## config.mk

```make
export PLATFORM = sky130hd
export DESIGN_NAME = rx_bank_ctrl
export DESIGN_NICKNAME = d
export VERILOG_FILES = /design/src/rtl/rx_bank_ctrl.sv
export SDC_FILE = /design/constraint.sdc
export NUM_CORES = 1
export LEC_CHECK = 0
export BUFFER_PORTS_ARGS = -buffer_cell sky130_fd_sc_hd__buf_2
export CAP_MARGIN = 0
export CORE_MARGIN = 3
export CORE_UTILIZATION = 30
export CTS_CLUSTER_DIAMETER = 100
export DETAILED_ROUTE_END_ITERATION = 10
export PLACE_DENSITY = 0.55
export SYNTH_ARGS = -nofsm -noshare
export SYNTH_HDL_FRONTEND = slang
export SYNTH_SLANG_ARGS = --single-unit
```

## constraint.sdc

```tcl
create_clock -name clock -period 2.5 [get_ports clock]
set_input_delay 0.125 -clock clock [delete_from_list [all_inputs] [get_ports clock]]
set_output_delay 0.125 -clock clock [all_outputs]
set_load 0.01 [all_outputs]
```

## src/rtl/rx_bank_ctrl.sv

```systemverilog
// rx_bank_ctrl: GMII receive-side capture controller.
// Finds preamble/SFD, writes frame bytes into one of two packet-buffer banks,
// checks length and error status, and hands completed frames to a consumer
// as {bank, length} descriptors through a two-entry queue. A bank stays owned
// by the consumer until it is explicitly released.

module rx_bank_ctrl #(
    parameter int ADDR_W  = 11,
    parameter int MAX_LEN = 1518,
    parameter int MIN_LEN = 64
) (
    input  logic              clock,
    input  logic              reset_n,
    input  logic              rx_dv,
    input  logic              rx_er,
    input  logic [7:0]        rx_data,
    output logic              wr_en,
    output logic              wr_bank,
    output logic [ADDR_W-1:0] wr_addr,
    output logic [7:0]        wr_data,
    output logic              frm_valid,
    input  logic              frm_ready,
    output logic              frm_bank,
    output logic [ADDR_W-1:0] frm_len,
    input  logic              frm_rel,
    input  logic              frm_rel_bank,
    output logic [15:0]       frm_cnt,
    output logic [15:0]       drop_cnt,
    output logic [2:0]        drop_cause
);

    localparam logic [7:0]        PRE_BYTE = 8'h55;
    localparam logic [7:0]        SFD_BYTE = 8'hD5;
    localparam logic [ADDR_W-1:0] MAX_CNT  = ADDR_W'(MAX_LEN);
    localparam logic [ADDR_W-1:0] MIN_CNT  = ADDR_W'(MIN_LEN);

    localparam logic [2:0] CAUSE_NO_BANK  = 3'd1;
    localparam logic [2:0] CAUSE_RX_ER    = 3'd2;
    localparam logic [2:0] CAUSE_OVERSIZE = 3'd3;
    localparam logic [2:0] CAUSE_RUNT     = 3'd4;
    localparam logic [2:0] CAUSE_PREAMBLE = 3'd5;

    typedef enum logic [2:0] {SYNC, IDLE, PRE, DATA, DROP} state_t;

    // Bank life cycle: free -> being written -> queued as descriptor ->
    // delivered to consumer -> free again on release.
    typedef enum logic [1:0] {B_FREE, B_WRITE, B_QUEUED, B_OUT} bank_st_t;

    state_t            state;
    state_t            state_nx;
    bank_st_t          bank_st [2];
    logic              cur_bank;
    logic [ADDR_W-1:0] counter;

    logic              any_free;
    logic              free_bank;

    logic              do_claim;
    logic              do_write;
    logic              do_push;
    logic              do_discard;
    logic              do_drop;
    logic [2:0]        cause_nx;

    logic [1:0]             q_bank;
    logic [1:0][ADDR_W-1:0] q_len;
    logic                   q_rd_ptr;
    logic                   q_wr_ptr;
    logic [1:0]             q_cnt;
    logic                   q_pop;

    assign any_free  = (bank_st[0] == B_FREE) || (bank_st[1] == B_FREE);
    assign free_bank = (bank_st[0] == B_FREE) ? 1'b0 : 1'b1;

    assign frm_valid = (q_cnt != 2'd0);
    assign frm_bank  = q_bank[q_rd_ptr];
    assign frm_len   = q_len[q_rd_ptr];
    assign q_pop     = frm_valid && frm_ready;

    // Receive state register.
    always_ff @(posedge clock) begin
        if (!reset_n) state <= SYNC;
        else          state <= state_nx;
    end

    // Next-state decode and the per-cycle actions taken on the byte stream.
    always_comb begin
        state_nx   = state;
        do_claim   = 1'b0;
        do_write   = 1'b0;
        do_push    = 1'b0;
        do_discard = 1'b0;
        do_drop    = 1'b0;
        cause_nx   = 3'd0;
        case (state)
            SYNC: begin
                if (!rx_dv) state_nx = IDLE;
            end
            IDLE: begin
                if (rx_dv) begin
                    if (rx_data == PRE_BYTE) begin
                        state_nx = PRE;
                    end else begin
                        state_nx = DROP;
                        do_drop  = 1'b1;
                        cause_nx = CAUSE_PREAMBLE;
                    end
                end
            end
            PRE: begin
                if (!rx_dv) begin
                    state_nx = IDLE;
                    do_drop  = 1'b1;
                    cause_nx = CAUSE_PREAMBLE;
                end else if (rx_data == SFD_BYTE) begin
                    if (any_free) begin
                        state_nx = DATA;
                        do_claim = 1'b1;
                    end else begin
                        state_nx = DROP;
                        do_drop  = 1'b1;
                        cause_nx = CAUSE_NO_BANK;
                    end
                end else if (rx_data != PRE_BYTE) begin
                    state_nx = DROP;
                    do_drop  = 1'b1;
                    cause_nx = CAUSE_PREAMBLE;
                end
            end
            DATA: begin
                if (!rx_dv) begin
                    state_nx = IDLE;
                    if (counter >= MIN_CNT) begin
                        do_push = 1'b1;
                    end else begin
                        do_discard = 1'b1;
                        do_drop    = 1'b1;
                        cause_nx   = CAUSE_RUNT;
                    end
                end else if (rx_er) begin
                    state_nx   = DROP;
                    do_discard = 1'b1;
                    do_drop    = 1'b1;
                    cause_nx   = CAUSE_RX_ER;
                end else if (counter == MAX_CNT) begin
                    state_nx   = DROP;
                    do_discard = 1'b1;
                    do_drop    = 1'b1;
                    cause_nx   = CAUSE_OVERSIZE;
                end else begin
                    do_write = 1'b1;
                end
            end
            DROP: begin
                if (!rx_dv) state_nx = IDLE;
            end
            default: state_nx = SYNC;
        endcase
    end

    // Bank ownership; a release only frees a bank the consumer already holds,
    // and being registered it is not visible to an SFD in the same cycle.
    always_ff @(posedge clock) begin
        if (!reset_n) begin
            bank_st[0] <= B_FREE;
            bank_st[1] <= B_FREE;
        end else begin
            for (int b = 0; b < 2; b++) begin
                if (do_claim && (free_bank == 1'(b)))
                    bank_st[b] <= B_WRITE;
                else if (do_discard && (cur_bank == 1'(b)))
                    bank_st[b] <= B_FREE;
                else if (do_push && (cur_bank == 1'(b)))
                    bank_st[b] <= B_QUEUED;
                else if (q_pop && (frm_bank == 1'(b)))
                    bank_st[b] <= B_OUT;
                else if (frm_rel && (frm_rel_bank == 1'(b)) && (bank_st[b] == B_OUT))
                    bank_st[b] <= B_FREE;
            end
        end
    end

    // Current bank and byte offset of the frame being captured.
    always_ff @(posedge clock) begin
        if (!reset_n) begin
            cur_bank <= 1'b0;
            counter  <= '0;
        end else if (do_claim) begin
            cur_bank <= free_bank;
            counter  <= '0;
        end else if (do_write) begin
            counter  <= counter + 1'b1;
        end
    end

    // Registered buffer write port, one strobe per accepted byte.
    always_ff @(posedge clock) begin
        if (!reset_n) begin
            wr_en   <= 1'b0;
            wr_bank <= 1'b0;
            wr_addr <= '0;
            wr_data <= 8'h00;
        end else begin
            wr_en <= do_write;
            if (do_write) begin
                wr_bank <= cur_bank;
                wr_addr <= counter;
                wr_data <= rx_data;
            end
        end
    end

    // Two-entry descriptor queue; only two banks exist so it never overflows.
    always_ff @(posedge clock) begin
        if (!reset_n) begin
            q_bank   <= '0;
            q_len    <= '0;
            q_rd_ptr <= 1'b0;
            q_wr_ptr <= 1'b0;
            q_cnt    <= 2'd0;
        end else begin
            if (do_push) begin
                q_bank[q_wr_ptr] <= cur_bank;
                q_len[q_wr_ptr]  <= counter;
                q_wr_ptr         <= ~q_wr_ptr;
            end
            if (q_pop) q_rd_ptr <= ~q_rd_ptr;
            case ({do_push, q_pop})
                2'b10:   q_cnt <= q_cnt + 2'd1;
                2'b01:   q_cnt <= q_cnt - 2'd1;
                default: q_cnt <= q_cnt;
            endcase
        end
    end

    // Delivered-frame and drop statistics; the drop counter sticks at all ones.
    always_ff @(posedge clock) begin
        if (!reset_n) begin
            frm_cnt    <= 16'd0;
            drop_cnt   <= 16'd0;
            drop_cause <= 3'd0;
        end else begin
            if (do_push) frm_cnt <= frm_cnt + 16'd1;
            if (do_drop) begin
                drop_cause <= cause_nx;
                if (drop_cnt != 16'hFFFF) drop_cnt <= drop_cnt + 16'd1;
            end
        end
    end

endmodule

```

# Word-level counts from Yosys, hierarchy flattened
# Memory sizes are Yosys's and may differ from the RTL's.
# Index checks and enable logic that the tools add are counted.
# totals
in_bits	15
out_inout_bits	69
regBits	99
wordCells	201
memories	1
ramBits	4
# memory_table
memory	words	width	read_ports	rd_ports_with_merged_regs	write_ports	line_no	text
bank_st	2	2	2	0	2	51	bank_st_t bank_st [2];
# op_classes
n_eq_ne	17
magnitude_cmp	4
n_bitwise	16
n_addsub	5
reduce_logical	24
mux	118
# ops
op	n
$mux W1	78
$mux W3	17
$mux W11	3
$add A16 B1 Y16 const B	2
$mux W2	12
$bwmux W22	1
$ne A16 B16 Y1 const B	1
$logic_and A1 B1 Y1	14
$pmux W3 S4	1
$add A11 B1 Y11 const B	1
$demux W11 S1	1
$eq A11 B11 Y1 const B	1
$ge A11 B7 Y1 const B	1
$or A1 B1 Y1	10
$pmux W3 S3	1
$eq A8 B7 Y1 const B	1
$eq A8 B8 Y1 const B	1
$ne A4 B4 Y1 const B	2
$ne A8 B7 Y1 const B	1
$eq A2 B2 Y1 const B	3
$eq A3 B2 Y1 const B	2
$not A1 Y1	6
$logic_not A2 Y1	2
$lt A1 B2 Y1 const B	2
other kinds (17)	20

# Logic depth before layout (Yosys ltp)
# Gate-level depths: netlist of run 1.
# An unclocked memory read counts as a cell.
# depth
ltp_word	16
mapped_depth	10
ltp_nobuf	8

# Worst setup path after synthesis of run 1
# OpenSTA, ideal clock, no wires.
# synth_path
kind	register -> register
start	reg counter[0]
end	reg drop_cnt[0]
path_stages_with_launch	11
required_time_ns	2.372
path_slack_ns	0.448
t_arrival_ns	1.924
path_cell_list	dfxtp_1 > clkbuf_1 > inv_1 > ha_1 > and4bb_4 > a41oi_4 > o21ai_4 > o21ai_2 > buf_4 > xor2_1 > nor2_1
# synth_between
elab_chain_cells	6
elab_cells_between_ends	8
cone_classes	1 x order compare; 1 x eq/ne; 5 x mux; 1 x reduce/logical
# synth_lines
item	line_no	text
start: declaration	53	logic [ADDR_W-1:0] counter;
start signal: assignment	192	counter <= counter + 1'b1;
branches (longest 3 deep; another with $ge A11 B7 Y1)	-	
$mux W1 (*)	131	if (!rx_dv) begin
$pmux W1 S3 (*)	95	case (state)
$reduce_and A2 Y1 (no source line) (*)	-	
end signal: assignment	246	if (drop_cnt != 16'hFFFF) drop_cnt <= drop_cnt + 16'd1;
end: declaration	28	output logic [15:0] drop_cnt,
# Every way passes the cells marked *.
# A chain may end at the register's enable or synchronous reset.

# Final worst setup path of run 1
# layout_path
start	reg counter[8]
end	reg drop_cnt[4]
# Same word-level chain as after synthesis.

==> results of run 1 <==
-- stage by stage --
step | util | setup WS (ns) | total power (W) | hold slack [ns] | cells
3_5_place_dp | 0.354 | 0.114 | 0.00184 | 0.382 | 831
5_1_grt | 0.376 | 0.0941 | 0.00339 | 0.0167 | 848
3_3_place_gp | 0.354 | 0.275 | 0.00183 | 0.377 | 831
6_report | 0.376 | 0.247 | 0.00327 | 0.0140 | 848
2_1_floorplan | - | 0.448 | 0.00179 | 0.261 | 551
4_1_cts | 0.375 | 0.125 | 0.00332 | 0.000413 | 848
-- flip-flops by register name, indices dropped and copies added (netlist names), 2 cells and up --
| name | count |
|---|---|
| bank_st | 4 |
| state | 3 |
| q_len | 22 |
| wr_addr | 11 |
| counter | 11 |
| drop_cause | 3 |
| frm_cnt | 16 |
| q_bank | 2 |
| q_cnt | 2 |
| wr_data | 8 |
| drop_cnt | 16 |
-- kinds of logic after synthesis --
logic type	Yosys count
buffers and inverters	51
adder cells (fa/ha/maj)	6
XOR/XNOR	31
multiplexers	24
AND/OR/NAND/NOR	235
flip-flops	103
AO/OA/AOI/OAI	101
-- power by group --
part | internal (W) | leakage, nW | total, W | switching [W]
sequential | 0.00166 | 0.839 | 0.00168 | 0.0000157
combinational | 0.0000474 | 1.25 | 0.000128 | 0.0000807
clock | 0.000833 | 0.145 | 0.00146 | 0.000628
-- metal layers --
| layer | global-route usage | vias up |
|---|---|---|
| met4 | 0.0502 | 0 |
| met1 | 0.186 | 1959 |
| met3 | 0.0436 | 17 |
| met5 | 0 | - |
| li1 | - | 2065 |
| met2 | 0.219 | 116 |
-- area by class of cell --
cell class | instances | area, um^2 | share of cell area
multi-input cells | 397 | 2420 | 0.421
flip-flops and latches | 103 | 2100 | 0.365
repair buffers | 105 | 596 | 0.103
well taps | 211 | 264 | 0.0459
clock buffers | 12 | 256 | 0.0446
inverters | 16 | 60.1 | 0.0104
clock inverters | 4 | 53.8 | 0.00935
-- Yosys cell counts (2+ instances only) --
master     number
dfxtp_1        99
or4_1           6
and4_1          5
inv_2           2
nand3b_1        2
and2_1          2
and3b_1         2
o21ai_1         3
xnor2_1        12
nor2_1         58
o211ai_1        4
o31ai_1         6
nor2b_1         2
inv_1          14
nand4b_1        2
nand4_1         7
xor2_1         19
nand2_1        80
mux2_2         12
a21oi_1        54
and3_1          8
nand3_1        35
buf_4           3
edfxtp_1        4
clkbuf_1       21
buf_2          10
nand2b_1        4
o2111ai_1       2
or3_1           8
o22ai_1         2
ha_1            6
o21a_1          2
or2_2           3
o21ai_0        11
mux2i_1        12
-- worst max path at each step --
stage	start	slack [ns]	endpoint	cells past startpoint
6_report	counter[8]$_SDFFE_PP0P_	0.25	drop_cnt[4]$_SDFFE_PN0P_	7
5_1_grt	state[0]$_SDFFE_PN0P_	0.09	drop_cnt[3]$_SDFFE_PN0P_	7
4_1_cts	state[0]$_SDFFE_PN0P_	0.13	drop_cnt[4]$_SDFFE_PN0P_	7
3_5_place_dp	state[0]$_SDFFE_PN0P_	0.11	drop_cnt[4]$_SDFFE_PN0P_	7
3_3_place_gp	state[0]$_SDFFE_PN0P_	0.28	drop_cnt[4]$_SDFFE_PN0P_	7
2_1_floorplan	counter[0]$_SDFFE_PP0P_	0.45	drop_cnt[0]$_SDFFE_PN0P_	10
-- timing repair --
item,CTS,global route
hold buffers,1,0
setup endpoints to repair,0,16
endpoints found under the hold margin,1,0
gates resized for setup,0,1
buffers inserted,0,0
-- worst max-delay path, cell delays in order (launching register included) --
cell and delay, ns:
dfxtp_1 0.53, and4_1 0.34, a41oi_4 0.16, o21ai_4 0.27, o21ai_2 0.18, buf_4 0.20, or3_1 0.35, a21oi_1 0.16
==> results.yml, run 1 <==
status:
  status: "completed"
cts:
  cts_buffers: 9
  cts_tree: "yes"
  clock_path_buffers: 2
  root_buffer: "clkbuf_16"
  clk_pin_slew_ns: 0.07
  clock-sinks: 103
  cts.htree.levels: 3
  worst_skew_pair.late_latency_ns: 0.35
detailed_routing:
  met1_length_um: 5730
  ant_nets: 0
  finalWirelength_um: 12300
  drc: 0
  dr_wl_met2_um: 5490
  vias_per_cell: 4.90
  dr.pass1.iters: 4
  top_layer: "met4"
  dr.first_iter.drc_count: 174
  wl_per_cell_um: 14.5
  num_vias: 4157
  met3_length_um: 822
synth:
  synth_area_leaders: "dfxtp_1 (42%), nand2_1 (6.3%), a21oi_1 (5.7%)"
  netlist_instances: 551
  muxShareOfSynthArea: 0.0539
  yosys.area_share.simple: 0.246
  synthFlopType: "dfxtp_1"
  synth_top_area_share: 0.419
  ys_seq_area_frac: 0.444
  synth_area_leader_cell: "dfxtp_1"
  synth-xor-area-share: 0.0573
  synth_compound_area_frac: 0.137
  synth_area_per_cell_um2: 8.59
  yosysWarnings: 0
  synth_top_family_by_area: "simple AND/OR/NAND/NOR gates"
  synth-adder-area-share: 0.0159
  ys_ff_latch: 103
  synth.net_count: 572
  synth_cell_type_count: 64
  async_reset_ff_frac: 0
  synth_enable_flop_cells: 4
  syn-cell-area_um2: 4730
global_routing:
  grt_pass1_wl_um: 20200
  grt_overflow: 0
  grt_max_degree: 36
  grt_pass1_vias: 3993
  antenna_found_initial: 0
  grt_usage: 0.141
job:
  maxCapViolCount: 0
pwr:
  max-vdd-ir-drop_mv: 0.387
  power.leakage_nw: 2.23
  powerDensity_nw_per_um2: 567
timing:
  grt_setup_unrepaired: "no"
  worst_slew_pin_slew_ns: 0.529
  hold_viol_final: 0
  setup_viol: 0
  max_freq_mhz: 444
  fin_crit_sh: 0.901
  maxSlewViolCount: 0
  finalClockSkew_ns: 0.00709
  period_needed_ns: 2.25
  tns_ns: 0
  max-slew-margin-rel: 0.644
die:
  io_pins: 84
  dieArea_um2: 17300
  die_height_um: 132
  core_um2: 15300
  row_count: 45
  die_w_um: 132
  initial_core_util: 0.309
critical_path:
  crit_arrival_ns: 2.54
  crit_type: "flip-flop to flip-flop"
  critPathCaptureType: "flip-flop"
  r2r_end: "drop_cnt[4]$_SDFFE_PN0P_"
  critPathLaunchType: "flip-flop"
  regToRegSetupSlack_ns: 0.25
  reg2reg_depth: 7
  path_max_fanout: 9
  required_ns: 2.78
  timing.rr.start: "counter[8]$_SDFFE_PP0P_"
worst_hold_path:
  hold_path_class: "input pin to flip-flop"
  hp-start: "rx_data[5]"
  whs_path_depth: 3
  hold_end: "wr_data[5]$_SDFFE_PN0P_"
finish:
  n_antenna_cell: 0
  layout_commonest_cell: "dfxtp_1"
  final.fill_count: 1604
  design_area_um2: 5760
  area.growth.synth_to_final_pct: 21.6
  drive_gt1_frac: 0.235
  fin_nets: 653
  layout_common_cells: "dfxtp_1 (99), buf_2 (83), nand2_1 (80)"
placed_design:
  portBuffers: 83
  dp_hpwl_um: 8870
  gp_congestion: 0.827
  place_area_um2: 5430
Power figures use the tool's default switching activity.
==> run 2, diff against run 1 <==
--- a/config.mk
+++ b/config.mk
@@ -12,6 +12,8 @@
 export CTS_CLUSTER_DIAMETER = 100
 export DETAILED_ROUTE_END_ITERATION = 10
 export PLACE_DENSITY = 0.55
+export RECOVER_POWER = 50
+export REMOVE_ABC_BUFFERS = 1
 export SYNTH_ARGS = -nofsm -noshare
 export SYNTH_HDL_FRONTEND = slang
 export SYNTH_SLANG_ARGS = --single-unit
==> results.yml, run 2 (synthesized netlist as in run 1, its figures left out) <==
placed_design:
  portBuffers: 83
  pre_cts_slack_ns: 0.170
  gp_congestion: 0.850
  dp_hpwl_um: 8520
  place_area_um2: 5390
finish:
  fin_nets: 647
  n_antenna_cell: 0
  layout_common_cells: "dfxtp_1 (99), nand2_1 (80), clkbuf_1 (69)"
  area.growth.synth_to_final_pct: 18.0
  regMostFlops: "q_len"
  largest_reg_flops: 22
  final_core_util: 0.365
  drive_gt1_frac: 0.116
  multi_input_area_um2: 2420
  final.fill_count: 1611
  largestRegisters: "q_len (22), drop_cnt (16), frm_cnt (16)"
  design_area_um2: 5590
  layout_commonest_cell: "dfxtp_1"
  regArea_um2: 2100
timing:
  maxSlewViolCount: 0
  hold_viol_final: 0
  max_freq_mhz: 440
  setup_slack_ns: 0.226
  grt_setup_unrepaired: "no"
  hold_slack_ns: 0.0190
  period_needed_ns: 2.27
  finalClockSkew_ns: 0.00692
  setup_viol: 0
  fin_crit_sh: 0.909
  worst_slew_pin_slew_ns: 0.806
  max-slew-margin-rel: 0.462
global_routing:
  grt_pass1_vias: 3977
  grt_pass1_wl_um: 19800
  grt_max_degree: 52
  grt_overflow: 0
  grt_usage: 0.139
  antenna_found_initial: 0
die:
  core_um2: 15300
  die_w_um: 132
  dieArea_um2: 17300
  initial_core_util: 0.309
  die_height_um: 132
  row_count: 45
  io_pins: 84
critical_path:
  critPathCaptureType: "flip-flop"
  path_max_fanout: 12
  regToRegSetupSlack_ns: 0.23
  critPathLaunchType: "flip-flop"
  required_ns: 2.77
  reg2reg_depth: 7
  r2r_end: "drop_cnt[13]$_SDFFE_PN0P_"
  crit_arrival_ns: 2.54
  timing.rr.start: "counter[1]$_SDFFE_PP0P_"
  crit_type: "flip-flop to flip-flop"
pwr:
  pwr-share-seq: 0.534
  clkPwrFrac: 0.426
  net-switching-power_w: 0.000700
  p_comb_frac: 0.040
  p_int_w: 0.00243
  power.leakage_nw: 1.90
  swShare: 0.223
  powerDensity_nw_per_um2: 561
  max-vdd-ir-drop_mv: 0.312
  finalPower_w: 0.00313
detailed_routing:
  dr.first_iter.drc_count: 299
  wl_per_cell_um: 14.1
  dr.pass1.iters: 4
  num_vias: 4120
  drc: 0
  ant_nets: 0
  vias_per_cell: 4.89
  finalWirelength_um: 11900
cts:
  post_cts_resized: 0
  clk_pin_slew_ns: 0.07
  cts_tree: "yes"
  cts.htree.levels: 3
  clock_path_buffers: 2
  cts_hold_buffers: 0
  worst_skew_pair.late_latency_ns: 0.35
  cts_buffers: 9
  clock-sinks: 103
  cts_setup_buffers: 0
  root_buffer: "clkbuf_16"
job:
  maxCapViolCount: 0
worst_hold_path:
  hold_end: "wr_data[6]$_SDFFE_PN0P_"
  whs_path_depth: 3
  hp-start: "rx_data[6]"
  hold_path_class: "input pin to flip-flop"
status:
  status: "completed"
[run 2: cell types whose count changed in the layout (fill, tap and decap cells not counted), moves of 2 or more]
cell / previous run / this run
mux2_2: 12 / 9
clkinv_2: 0 / 2
clkbuf_1: 1 / 69
buf_4: 20 / 13
mux2_1: 0 / 3
buf_2: 83 / 18
[run 2: per-layer routing]
metal	global-route usage	vias to the layer above	share of wire
li1	-	2069	-
met1	0.174	1961	0.47
met2	0.226	75	0.47
met3	0.0345	15	0.043
met4	0.0607	0	0.021
met5	0	-	0
[run 2: critical path, cell delays in order (launching register included)]
cell and delay, ns:
dfxtp_1 0.49, ha_1 0.21, and4bb_4 0.26, a41oi_4 0.15
o21ai_4 0.28, o21ai_4 0.15, or4_1 0.48, a21oi_1 0.17
[run 2: through the flow]
stage	TNS (ns)	std cells
global route	0	842
floorplan	-2.53	516
detailed placement	0	826
global placement	0	826
CTS	0	842
finish	0	842
[run 2: worst max path at each step]
stage | end | start | cells past startpoint | slack [ns]
2_1_floorplan | q_len[2]$_SDFFE_PN0P_ | state[1]$_SDFFE_PN0P_ | 6 | -0.21
4_1_cts | drop_cnt[0]$_SDFFE_PN0P_ | counter[0]$_SDFFE_PP0P_ | 9 | 0.15
6_report | drop_cnt[13]$_SDFFE_PN0P_ | counter[1]$_SDFFE_PP0P_ | 7 | 0.23
5_1_grt | drop_cnt[13]$_SDFFE_PN0P_ | state[0]$_SDFFE_PN0P_ | 7 | 0.03
3_3_place_gp | drop_cnt[0]$_SDFFE_PN0P_ | counter[0]$_SDFFE_PP0P_ | 9 | 0.24
3_5_place_dp | drop_cnt[0]$_SDFFE_PN0P_ | counter[0]$_SDFFE_PP0P_ | 9 | 0.17
[run 2: area by class of cell]
class / count / share of cell area
timing repair buffer: 99 / 0.0822
clock buffer: 13 / 0.0466
inverter: 16 / 0.0107
sequential: 103 / 0.376
tap: 211 / 0.0472
multi-input combinational: 397 / 0.434
clock inverter: 3 / 0.00313
[run 2: power by group through the flow]
stage | registers (W) | clock network [W] | logic [W]
finish | 0.00167 | 0.00134 | 0.000126
global route | 0.00167 | 0.00147 | 0.000140
CTS | 0.00167 | 0.00140 | 0.000128
detailed placement | 0.00171 | 0 | 0.000128
global placement | 0.00171 | 0 | 0.000125
floorplan | 0.00171 | 0 | 0.0000691
